==> src/rtl/seq_div_pkg.sv <==
// Shared definitions for the sequential restoring divider: FSM encoding and defaults.
package seq_div_pkg;
  localparam int DW_DEF = 16;

  typedef enum logic [1:0] {
    S_IDLE = 2'd0,
    S_BUSY = 2'd1,
    S_DONE = 2'd2
  } state_t;

  // Error-case results; quotient saturates to all ones, width supplied by the caller.
  function automatic logic [63:0] err_quot(input int dw);
    return (64'd1 << dw) - 64'd1;
  endfunction
endpackage

==> src/rtl/seq_div_if.sv <==
// Start/busy/done handshake bundle between a requester and the divider.
interface seq_div_if #(parameter int DW = 16);
  logic            start;
  logic [2*DW-1:0] dividend;
  logic [DW-1:0]   divisor;
  logic            busy;
  logic            done;
  logic [DW-1:0]   quotient;
  logic [DW-1:0]   remainder;
  logic            div_by_zero;
  logic            overflow;

  modport master (output start, dividend, divisor,
                  input  busy, done, quotient, remainder, div_by_zero, overflow);
  modport slave  (input  start, dividend, divisor,
                  output busy, done, quotient, remainder, div_by_zero, overflow);
endinterface

==> src/rtl/seq_div_step.sv <==
// One restoring-division step: shift in the next dividend bit, subtract divisor if it fits.
module seq_div_step #(parameter int DW = 16) (
  input  logic [DW-1:0] r,
  input  logic          nbit,
  input  logic [DW-1:0] divisor,
  output logic [DW-1:0] r_next,
  output logic          q_bit
);
  logic [DW:0] shifted;

  // Partial remainder is always < divisor, so the difference fits back into DW bits.
  always_comb begin
    shifted = {r, nbit};
    q_bit   = (shifted >= {1'b0, divisor});
    r_next  = q_bit ? (shifted[DW-1:0] - divisor) : shifted[DW-1:0];
  end
endmodule

==> src/rtl/seq_div_top.sv <==
// Sequential restoring divider: 2*DW-bit dividend / DW-bit divisor, one quotient bit per clock.
module seq_div_top
  import seq_div_pkg::*;
#(
  parameter int DW = DW_DEF
) (
  input  logic     clk,
  input  logic     rst,
  seq_div_if.slave bus
);
  localparam int            CW   = (DW > 1) ? $clog2(DW) : 1;
  localparam logic [CW-1:0] LAST = CW'(DW - 1);

  state_t        state;
  logic [CW-1:0] step;
  logic [DW-1:0] rem_r, shf_r, dsr_r;
  logic [DW-1:0] rem_nx;
  logic          q_bit;
  logic [DW-1:0] div_hi, div_lo;

  assign div_hi = bus.dividend[2*DW-1:DW];
  assign div_lo = bus.dividend[DW-1:0];

  seq_div_step #(.DW(DW)) u_step (
    .r       (rem_r),
    .nbit    (shf_r[DW-1]),
    .divisor (dsr_r),
    .r_next  (rem_nx),
    .q_bit   (q_bit)
  );

  always_ff @(posedge clk) begin
    if (rst) begin
      state           <= S_IDLE;
      step            <= '0;
      rem_r           <= '0;
      shf_r           <= '0;
      dsr_r           <= '0;
      bus.busy        <= 1'b0;
      bus.done        <= 1'b0;
      bus.quotient    <= '0;
      bus.remainder   <= '0;
      bus.div_by_zero <= 1'b0;
      bus.overflow    <= 1'b0;
    end else begin
      bus.done <= 1'b0;
      unique case (state)
        S_IDLE, S_DONE: begin
          if (bus.start) begin
            bus.div_by_zero <= 1'b0;
            bus.overflow    <= 1'b0;
            step            <= '0;
            dsr_r           <= bus.divisor;
            rem_r           <= div_hi;
            shf_r           <= div_lo;
            if (bus.divisor == '0) begin
              state           <= S_DONE;
              bus.done        <= 1'b1;
              bus.div_by_zero <= 1'b1;
              bus.quotient    <= DW'(err_quot(DW));
              bus.remainder   <= div_lo;
            end else if (div_hi >= bus.divisor) begin
              state         <= S_DONE;
              bus.done      <= 1'b1;
              bus.overflow  <= 1'b1;
              bus.quotient  <= DW'(err_quot(DW));
              bus.remainder <= '0;
            end else begin
              state    <= S_BUSY;
              bus.busy <= 1'b1;
            end
          end else begin
            state <= S_IDLE;
          end
        end
        S_BUSY: begin
          // Quotient bits fill the low half from the right as dividend bits leave on the left.
          rem_r <= rem_nx;
          shf_r <= {shf_r[DW-2:0], q_bit};
          step  <= step + CW'(1);
          if (step == LAST) begin
            state         <= S_DONE;
            bus.busy      <= 1'b0;
            bus.done      <= 1'b1;
            bus.quotient  <= {shf_r[DW-2:0], q_bit};
            bus.remainder <= rem_nx;
          end
        end
        default: state <= S_IDLE;
      endcase
    end
  end
endmodule

==> src/flat_wrapper.sv <==
// flat-port wrapper written by rule: the top's interface ports become plain ports
module seq_div_top_flat import seq_div_pkg::*;
#(
  parameter int DW = DW_DEF
)
  (clk, rst, bus_start, bus_dividend, bus_divisor, bus_busy, bus_done, bus_quotient, bus_remainder, bus_div_by_zero, bus_overflow);
  seq_div_if #(.DW(DW)) bus_i ();
  input  logic clk;
  input  logic rst;
  input wire logic [$bits(bus_i.start)-1:0] bus_start;
  input wire logic [$bits(bus_i.dividend)-1:0] bus_dividend;
  input wire logic [$bits(bus_i.divisor)-1:0] bus_divisor;
  output wire logic [$bits(bus_i.busy)-1:0] bus_busy;
  output wire logic [$bits(bus_i.done)-1:0] bus_done;
  output wire logic [$bits(bus_i.quotient)-1:0] bus_quotient;
  output wire logic [$bits(bus_i.remainder)-1:0] bus_remainder;
  output wire logic [$bits(bus_i.div_by_zero)-1:0] bus_div_by_zero;
  output wire logic [$bits(bus_i.overflow)-1:0] bus_overflow;
  assign bus_i.start = bus_start;
  assign bus_i.dividend = bus_dividend;
  assign bus_i.divisor = bus_divisor;
  assign bus_busy = bus_i.busy;
  assign bus_done = bus_i.done;
  assign bus_quotient = bus_i.quotient;
  assign bus_remainder = bus_i.remainder;
  assign bus_div_by_zero = bus_i.div_by_zero;
  assign bus_overflow = bus_i.overflow;
  seq_div_top #(.DW(DW)) u_core (.clk(clk), .rst(rst), .bus(bus_i));
endmodule
==> config.mk <==
export PLATFORM = sky130hd
export DESIGN_NAME = seq_div_top_flat
export DESIGN_NICKNAME = d
export VERILOG_FILES = /design/src/rtl/seq_div_pkg.sv /design/src/rtl/seq_div_if.sv /design/src/rtl/seq_div_step.sv /design/src/rtl/seq_div_top.sv /design/src/flat_wrapper.sv
export SDC_FILE = /design/constraint.sdc
export NUM_CORES = 1
export LEC_CHECK = 0
export ABC_AREA = 1
export CAP_MARGIN = 5
export CORE_ASPECT_RATIO = 1.4
export CORE_MARGIN = 2
export CORE_UTILIZATION = 50
export DETAILED_ROUTE_END_ITERATION = 7
export GPL_TIMING_DRIVEN = 1
export PLACE_DENSITY = 0.79
export SETUP_SLACK_MARGIN = 0.05
export SYNTH_ARGS = -nofsm -noshare
export SYNTH_HDL_FRONTEND = slang
export SYNTH_SLANG_ARGS = --single-unit
==> constraint.sdc <==
create_clock -name clk -period 1.7 [get_ports clk]
set_input_delay 0.34 -clock clk [delete_from_list [all_inputs] [get_ports clk]]
set_output_delay 0.34 -clock clk [all_outputs]
set_load 0.01 [all_outputs]
==> summary.txt <==
Run status
  • Status: finished, violations left
  • Failing checks: DRC, setup timing

Floorplan
  • Die X: 95.6 um
  • Initial Utilization: 51.5%
  • Rows: 46
  • Die ar.: 12,600 sq um
  • Io pins: 87
  • Area of the core: 11,400 sq um
  • Die height: 132 um

Setup path
  • Critical Path Start Type: register
  • Req. time, crit path: 1980 ps
  • CP Cell Sequence: inv_4 -> ha_4 -> buf_6 -> nand2_2 -> buf_4 -> nor2_1 -> nor2_2 -> inv_1 -> nand2_1 -> nand2_1 -> xor2_1 -> nand3_1 -> nand2_2 -> nor2_1 -> nor2_1
  • Max incr delay on CP: 370 ps
  • Worst Path Arrival: 2320 ps
  • Maximum fanout along the worst path: 4
  • Crit-path slowest cell: dfxtp_2
  • Setup CP Type: register to register
  • Critical path endpoint category: register
  • CP Buf/Inv Count: 4
  • Delay-heaviest family, CP: simple AND/OR/NAND/NOR gates
  • CP dominant cell by count: nor2_1

Logic synthesis
  • Post-Synthesis Cells: 866
  • Top cell type's share of synthesized area: 30.7%
  • Synth cell count leaders: nand2_1 (213), inv_1 (120), dfxtp_1 (90)
  • Ranking of synthesized cells by area: dfxtp_1 (31%), nand2_1 (14%), inv_1 (7.7%)
  • Syn avg cell area: 6.78 sq um
  • Count leader, synth: nand2_1
  • Synth area leader: dfxtp_1
  • Post-Syn Nets: 951
  • Sequential fraction of the synthesis area: 30.7%
  • Synth warn: 0
  • Distinct cells, synth: 40
  • Post-synth EDFFs: 0
  • Synth Cell Area: 5870 sq um
  • Most common flop cell mapped by yosys: dfxtp_1
  • Seq cells post-synth: 90
  • Async set or reset register ratio after synthesis: 0%

Global routing
  • Initial antenna violation count: 0
  • Number of global-route vias before repair: 6,594
  • First-pass GRT wire length: 31,300 um
  • Grt total ovfl: 0
  • Largest net degree at the start of global routing: 47
  • Total GRT Usage: 31.4%

Final layout
  • Final instance area: 9290 sq um
  • Ratio of cells with drive above 1 in the final layout: 42.4%
  • Util after Layout: 81.6%
  • Area Growth Syn to Fin: 58.3%
  • N_diodes: 0
  • Final net count: 1,146

Route
  • Avg WL per Cell: 17.9 um
  • DR DRC count: 1
  • Routed WL: 21,700 um
  • Total iterations of the first detailed-routing run: 8
  • DR iter-0 viols: 533
  • Post-route ant nets: 0
  • Vias/cell: 5.64
  • Via count: 6,827

STA
  • Max Clk Rate: 492 MHz
  • Rel. slew slack: 69.2%
  • Post-route setup TNS: -8340 ps
  • Hold Vio Cnt, Final: 0
  • Max Slew Vio Count: 0
  • Final worst path period share: 120%
  • RSZ-0062 raised after global routing: yes
  • Post-layout min period: 2030 ps
  • Worst Clk Skew: 15.5 ps
  • Slew @ Worst Pin: 462 ps
  • Final setup margin: -333 ps
  • Hold WS: 342 ps
  • Setup Viol. Count Final: 49

Placement
  • Placed cell areas: 8130 sq um
  • Final Wtd Congestion: 0.905
  • Setup Slack @ Placement: -932 ps
  • Number of port buffers: 86
  • DP Wirelength: 13,600 um

Power
  • Sw power: 3.64 mW
  • Sw frac: 39.5%
  • Worst VDD drop: 0.561 mV
  • Power share of the sequential group: 27.6%
  • Clock power share: 23.2%
  • Logic pwr share: 49.2%
  • Static leakage: 4.31 nW
  • P_int: 5.58 mW
  • Power per Cell Area: 992 nW/um^2

Clocking
  • Clock transition at path regs: 70 ps
  • Clock Tree Buf Depth: 2
  • TritonCTS clock tree: done
  • CTS Sinks: 90
  • Root buf cell: clkbuf_16
  • CTS H-tree depth: 3
  • TritonCTS Buffers: 9
  • Clock latency on the worst-skew pair: 350 ps

Worst hold path
  • Tightest Hold Check Type: primary input to register

Job
  • Maxcap violations: 0
==> cell usage in the layout (no fill, tap or decap), types with 19 or more instances in the layout <==
cell type / n
inv_2: 35
dfxtp_2: 25
o21bai_1: 26
o21ai_0: 38
ha_4: 31
dfxtp_1: 64
nand3_1: 19
buf_4: 121
nor2_1: 68
nand2_1: 154
inv_1: 84
a21oi_1: 24
nand2_2: 57
buf_2: 19
nand2_4: 20
clkdlybuf4s50_1: 54
nand3_2: 22
==> per-stage QoR <==
stage          instances  power [mW]
2_1_floorplan        866        4.76
3_3_place_gp        1159        5.97
3_5_place_dp        1159        6.04
4_1_cts             1208        8.64
5_1_grt             1210        9.62
6_report            1210        9.22
==> metal layers <==
metal / part of all wire (%) / global-route usage (%)
met5: 0 / 0
met2: 51 / 57.2
met3: 6.0 / 4.23
met1: 35 / 33.4
met4: 8.0 / 17.8
==> kinds of logic (layout without fill, tap and decap cells) <==
family / count (synthesis) / in the layout / synth area share (%)
XOR/XNOR: 8 / 8 / 1.19
buffers and inverters: 172 / 370 / 12.0
flip-flops: 90 / 90 / 30.7
AND/OR/NAND/NOR: 421 / 423 / 33.4
AO/OA/AOI/OAI: 141 / 141 / 15.3
adder cells (fa/ha/maj): 34 / 34 / 7.37
==> worst register-to-register path: cells and delay by family, from the launching register on <==
kind,cells,cell delay (ps)
AND/OR/NAND/NOR,9,780
flip-flops,1,370
buffers and inverters,4,370
adder cells (fa/ha/maj),1,290
XOR/XNOR,1,180
==> power groups by stage <==
stage | combinational, mW | clock, mW | sequential (mW)
2_1_floorplan | 2.19 | 0 | 2.58
3_3_place_gp | 3.40 | 0 | 2.57
3_5_place_dp | 3.47 | 0 | 2.57
4_1_cts | 4.01 | 2.11 | 2.53
5_1_grt | 4.85 | 2.21 | 2.56
6_report | 4.54 | 2.14 | 2.55
==> registers in the layout, indices dropped and copies added (netlist names) <==
signal	count
u_core.bus.quotient	16
u_core.bus.remainder	16
u_core.dsr_r	16
u_core.rem_r	16
u_core.shf_r	16
u_core.step	4
u_core.state	2
u_core.bus.busy	1
u_core.bus.div_by_zero	1
u_core.bus.done	1
u_core.bus.overflow	1
==> final timing paths <==
| kind | from | end | slack, ps | depth (start not counted) |
|---|---|---|---|---|
| worst max-delay path | u_core.dsr_r[2] | u_core.bus.remainder[8] | -330 | 15 |
| worst min-delay path | bus_divisor[9] | u_core.dsr_r[9] | 340 | 4 |
| worst max register to register | u_core.dsr_r[2] | u_core.bus.remainder[8] | -330 | 15 |
| worst min register to register | u_core.bus.quotient[12] | u_core.bus.quotient[12] | 460 | 2 |
==> what timing repair did <==
item / in CTS / in global routing
pin swaps: 82 / 67
hold buffers: 0 / 0
cloned: 4 / 0
setup endpoints to repair: 54 / 56
buffers inserted: 31 / 10
resized for setup: 230 / 88
==> area by class of cell <==
type	count	area, sq um
Clock buffer	10	239
Timing Repair Buffer	222	1950
Sequential cell	90	1840
Fill cell	666	2100
Clock inverter	6	71.3
Multi-Input combinational cell	606	4460
Inverter	132	556
Tap cell	144	180
Power figures use the tool's default switching activity.
